--- config.mk ---
export PLATFORM = sky130hd
export DESIGN_NAME = multicycle_controller
export DESIGN_NICKNAME = d
export VERILOG_FILES = /design/src/rtl/riscv_ctrl_pkg.sv /design/src/rtl/mem_wait_timer.sv /design/src/rtl/multicycle_controller.sv
export SDC_FILE = /design/constraint.sdc
export NUM_CORES = 1
export LEC_CHECK = 0
export BUFFER_PORTS_ARGS = -buffer_cell sky130_fd_sc_hd__clkbuf_2
export CELL_PAD_IN_SITES_DETAIL_PLACEMENT = 1
export CELL_PAD_IN_SITES_GLOBAL_PLACEMENT = 2
export CORE_ASPECT_RATIO = 0.9
export CORE_MARGIN = 2
export CORE_UTILIZATION = 34
export DETAILED_ROUTE_END_ITERATION = 10
export PLACE_DENSITY_LB_ADDON = 0.1
export SLEW_MARGIN = 40
export SYNTH_ARGS = -nofsm -noshare
export SYNTH_HDL_FRONTEND = slang
export SYNTH_SLANG_ARGS = --single-unit
--- constraint.sdc ---
create_clock -name clock -period 2.9 [get_ports clock]
set_input_delay 0.145 -clock clock [delete_from_list [all_inputs] [get_ports clock]]
set_output_delay 0.145 -clock clock [all_outputs]
set_load 0.05 [all_outputs]
--- src/rtl/riscv_ctrl_pkg.sv ---
// riscv_ctrl_pkg: shared state encodings, opcodes and ALU op codes for the multicycle controller
package riscv_ctrl_pkg;
  typedef enum logic [2:0] {
    S_FETCH     = 3'd0,
    S_DECODE    = 3'd1,
    S_EXECUTE   = 3'd2,
    S_MEM       = 3'd3,
    S_WRITEBACK = 3'd4,
    S_TRAP      = 3'd5
  } state_e;
  localparam logic [6:0] OP_RTYPE = 7'b0110011;
  localparam logic [6:0] OP_LD    = 7'b0000011;
  localparam logic [6:0] OP_SD    = 7'b0100011;
  localparam logic [6:0] OP_BEQ   = 7'b1100011;
  localparam logic [1:0] ALU_ADD   = 2'b00;
  localparam logic [1:0] ALU_SUB   = 2'b01;
  localparam logic [1:0] ALU_FUNCT = 2'b10;
  localparam int WAIT_W = 8;
  function automatic logic is_supported(input logic [6:0] op);
    return (op == OP_RTYPE) || (op == OP_LD) || (op == OP_SD) || (op == OP_BEQ);
  endfunction
endpackage

--- src/rtl/mem_wait_timer.sv ---
// mem_wait_timer: counts memory wait cycles and flags the cycle the count reaches TIMEOUT
module mem_wait_timer #(
  parameter int TIMEOUT = 16
) (
  input  logic clock,
  input  logic reset_n,
  input  logic clear,
  input  logic tick,
  output logic expired
);
  import riscv_ctrl_pkg::*;
  logic [WAIT_W-1:0] r_count;
  always_ff @(posedge clock or negedge reset_n) begin
    if (!reset_n) r_count <= '0;
    else if (clear) r_count <= '0;
    else if (tick) r_count <= r_count + WAIT_W'(1);
  end
  // a ready strobe suppresses tick, so completion always beats the timeout
  assign expired = tick && !clear && (r_count == WAIT_W'(TIMEOUT - 1));
endmodule

--- src/rtl/multicycle_controller.sv ---
// multicycle_controller: FETCH/DECODE/EXECUTE/MEM/WRITEBACK sequencer for R-type, LD, SD and BEQ
// with a memory-wait timeout that traps until reset.
module multicycle_controller
  import riscv_ctrl_pkg::*;
#(
  parameter int MEM_TIMEOUT = 16,
  parameter int CNT_W       = 32
) (
  input  logic             clock,
  input  logic             reset_n,
  input  logic [31:0]      instruction,
  input  logic             aluZero,
  input  logic             memReady,
  output logic             pcWrite,
  output logic             irWrite,
  output logic             immEnable,
  output logic             regWrite,
  output logic             memReq,
  output logic             memWrite,
  output logic             aluSrc,
  output logic             memToReg,
  output logic [1:0]       aluOp,
  output logic             trap,
  output logic [2:0]       state,
  output logic [CNT_W-1:0] retired
);
  state_e           r_state;
  logic [6:0]       r_opcode;
  logic             r_run;
  logic [CNT_W-1:0] r_retired;
  logic             w_mem_req, w_done, w_tick, w_expired, w_retire;
  logic             w_is_r, w_is_ld, w_is_sd, w_is_beq, w_exec;
  logic             w_unused_ir;
  assign w_unused_ir = ^instruction[31:7];
  assign w_is_r   = r_opcode == OP_RTYPE;
  assign w_is_ld  = r_opcode == OP_LD;
  assign w_is_sd  = r_opcode == OP_SD;
  assign w_is_beq = r_opcode == OP_BEQ;
  assign w_exec   = r_state == S_EXECUTE;
  // r_run holds memReq low until the first edge after reset release
  assign w_mem_req = r_run && (r_state == S_FETCH || r_state == S_MEM);
  assign w_done    = w_mem_req && memReady;
  assign w_tick    = w_mem_req && !memReady;
  assign w_retire  = (w_exec && w_is_beq) || (r_state == S_MEM && w_done && w_is_sd) ||
                     (r_state == S_WRITEBACK);
  mem_wait_timer #(.TIMEOUT(MEM_TIMEOUT)) u_timer (
    .clock  (clock),
    .reset_n(reset_n),
    .clear  (!w_tick),
    .tick   (w_tick),
    .expired(w_expired)
  );
  always_ff @(posedge clock or negedge reset_n) begin
    if (!reset_n) begin
      r_state   <= S_FETCH;
      r_opcode  <= '0;
      r_run     <= 1'b0;
      r_retired <= '0;
    end else begin
      r_run <= 1'b1;
      if (w_retire) r_retired <= r_retired + CNT_W'(1);
      case (r_state)
        S_FETCH:     r_state <= w_done ? S_DECODE : (w_expired ? S_TRAP : S_FETCH);
        S_DECODE: begin
          r_opcode <= instruction[6:0];
          r_state  <= is_supported(instruction[6:0]) ? S_EXECUTE : S_TRAP;
        end
        S_EXECUTE:   r_state <= w_is_r ? S_WRITEBACK : (w_is_beq ? S_FETCH : S_MEM);
        S_MEM:       r_state <= w_done ? (w_is_ld ? S_WRITEBACK : S_FETCH) :
                                (w_expired ? S_TRAP : S_MEM);
        S_WRITEBACK: r_state <= S_FETCH;
        default:     r_state <= S_TRAP;
      endcase
    end
  end
  assign memReq    = w_mem_req;
  assign memWrite  = w_mem_req && r_state == S_MEM && w_is_sd;
  assign irWrite   = r_state == S_FETCH && w_done;
  assign pcWrite   = (r_state == S_FETCH && w_done) || (w_exec && w_is_beq && aluZero);
  assign immEnable = r_state == S_DECODE;
  assign regWrite  = r_state == S_WRITEBACK;
  assign memToReg  = r_state == S_WRITEBACK && w_is_ld;
  assign aluSrc    = w_exec && (w_is_ld || w_is_sd);
  assign aluOp     = !w_exec ? ALU_ADD : (w_is_r ? ALU_FUNCT : (w_is_beq ? ALU_SUB : ALU_ADD));
  assign trap      = r_state == S_TRAP;
  assign state     = r_state;
  assign retired   = r_retired;
endmodule

==> metrics.md <==
| Metric | Value |
|---|---|
| Syn Nets | 288 |
| Area grow syn2layout | 19.2% |
| Fillers | 866 |
| Crit. End Element | output pin |
| Nets | 347 |
| Status | finished clean |
| Worst Clk Skew | 10.9 ps |
| Clock transition at path regs | 90 ps |
| Core Util, Final | 0.417 |
| DP Area | 0.00303 mm² |
| Initial DRC count | 65 |
| Setup Viol. Count Final | 0 |
| Clk_lat worst skew | 320 ps |
| Initial core utilization | 0.350 |
| Number of top-level pins | 82 |
| Detail Placement HPWL | 4470 µm |
| Worst hold path type | in -> reg |
| Reg2reg path depth | 5 |
| DIE AREA | 0.00849 mm² |
| TNS Setup | 0 ps |
| Cell taking the most area after synthesis | dfrtp_1 |
| RSZ-0062 raised after global routing | no |
| Hold Path Origin | instruction[0] |
| Initial antenna violation count | 0 |
| Fin crit share | 0.772 |
| CP Class | reg -> out |
| Arrival time worst endpoint | 2090 ps |
| Largest cells by area after synthesis | dfrtp_1 (48%), xor2_1 (9.9%), nor4_2 (4.3%) |
| Row cnt | 30 |
| Most common cell after layout, fill and taps aside | clkbuf_2 |
| Port-buffer cells | 56 |
| Peak VDD IR | 0.000452 V |
| FF-to-FF Start | state[1]$_DFF_PN0_ |
| Worst-margin pin slew | 732 ps |
| Startpoint Class | register |
| Syn Inst Count | 250 |
| Mean number of vias per cell | 4.90 |
| Die Wd | 96.9 µm |
| # DRC | 0 |
| Yosys top cell area share | 0.483 |
| Design Power | 2180 µW |
| Avg Cell Area, Syn | 10.6 µm² |
| Hold Path Depth | 2 |
| DRT Wirelength | 6040 µm |
| Vias | 1990 |
| Fin cells | 406 |
| Post-synthesis cell type count | 46 |
| Lkg Pwr | 0.00155 µW |
| Layout cell share with drive strength beyond 1 | 0.300 |
| DP Cell Count | 397 |
| PD cells | 691 mW/mm² |
| Post-Syn Area | 0.00264 mm² |
| Die H | 87.6 µm |
| CTS tree | done |
| Achievable Freq | 447 MHz |
| Core area | 0.00754 mm² |
| Post-CTS Repair Setup Buffers | 0 |
| Cts repair resizes | 0 |
| Commonest cells after routing, fill and taps aside | clkbuf_2 (56), dfrtp_1 (51), xor2_1 (30), nor2_1 (26), nand2_1 (25) |
| Crit-path max FO | 12 |
| Max clock buf depth | 2 |
| #FFs+latches synth | 51 |
| Final hold vios | 0 |
| H-tree levels | 2 |
| Sequential area share after synthesis | 0.483 |
| Crit path launch | state[0]$_DFF_PN0_ |
| Clock Sinks | 51 |
| Post-route cell area | 0.00315 mm² |
| Pin count of the biggest net entering global routing | 29 |
| Max Cap Viol | 0 |
| First-pass GRT wire length | 10200 µm |
| Wire length per cell | 14.9 µm |
| Rel. slew slack | 0.509 |
| Inserted Clock Buffers | 5 |
| Final min period | 2240 ps |
| Total gr overflow | 0 |
| GRT Total Usage | 0.150 |
| First-pass DRT Iterations | 4 |
| CP required | 2760 ps |
| CTS root buf | clkbuf_8 |
| Vias in the first global route | 2015 |
| Pins over their slew limit | 0 |
| Synth warn | 0 |
| GPL Wtd Cong | 0.743 |
| Diode count | 0 |
| Post-route ant nets | 0 |
## metal layers
metal	vias up	track usage	share of wire
li1	980	-	-
met1	969	0.211	0.51
met2	36	0.234	0.45
met3	5	0.0423	0.034
met4	0	0.0346	0.0098
met5	-	0	0
## cell families (layout without fill, tap and decap cells)
| group | Yosys count | count (layout) | share of synthesized area |
|---|---|---|---|
| XOR/XNOR | 38 | 38 | 0.126 |
| flip-flops | 51 | 51 | 0.483 |
| AND/OR/NAND/NOR | 120 | 120 | 0.272 |
| adder cells (fa/ha/maj) | 2 | 2 | 0.00947 |
| buffers and inverters | 16 | 76 | 0.0322 |
| multiplexers | 8 | 8 | 0.0341 |
| other | 1 | 1 | 0.00142 |
| AO/OA/AOI/OAI | 14 | 14 | 0.0417 |
## synth_stat cells, drive strengths merged
cell type   n
nor3       14
and3        2
nor4bb      2
nor4b       2
nand3      16
and2        2
ha          2
xnor2       8
a21o        1
or4         1
a311oi      1
nor3b       5
conb        1
a32o        1
or3         4
or3b        1
nand2      25
nor2       26
a31oi       1
or4b        1
clkbuf      3
and3b       1
nor4       10
a311o       1
o22ai       2
o221ai      1
mux2        8
buf         6
and4        2
dfrtp      51
nand4       4
a21oi       4
o211a       1
nand2b      1
xor2       30
inv         7
o21ai       1
nor2b       1
## worst max-delay path: stages, from the launching register on
cell      delay, ps
dfrtp_1         600
inv_1           160
nor3_2          630
clkbuf_2        400
## layout make-up
class                           instances  area [µm²]  share of cell area
Clock buffer                            5        68.8              0.0219
Clock inverter                          3        43.8              0.0139
Inverter                                7        26.3             0.00835
Multi-Input combinational cell        183        1290               0.411
Sequential cell                        51        1280               0.405
Tap cell                               96         120              0.0382
Timing Repair Buffer                   61         320               0.102
## worst paths after layout
path / slack [ps] / to
min: 70 / r_opcode[0]$_DFFE_PN0N_
max in group asynchronous: 1860 / retired[10]$_DFFE_PN0P_
min reg2reg: 480 / u_timer.r_count[0]$_DFF_PN0_
max: 660 / immEnable
min in group asynchronous: 360 / retired[30]$_DFFE_PN0P_
max reg2reg: 720 / retired[1]$_DFFE_PN0P_
## flip-flops by register name, indices dropped and copies added, names as in the netlist
name             flops
r_run                1
retired             32
u_timer.r_count      8
r_opcode             7
state                3
## metrics by stage
stage                     hold WS, ps  setup slack (ps)
after detailed placement          205               732
after CTS                        61.0               597
after global placement            201               733
after global routing             58.1               495
final                            73.1               662
after floorplan                  -151               436
## timing repair
item,in CTS,in global routing
hold buffers,1,0
setup endpoints to repair,0,0
endpoints found under the hold margin,23,0
## report_power, final
part / switching, µW / internal (µW)
logic: 501 / 230
clock network: 254 / 257
registers: 125 / 808
No activity file was read; power rests on OpenSTA's default activity.
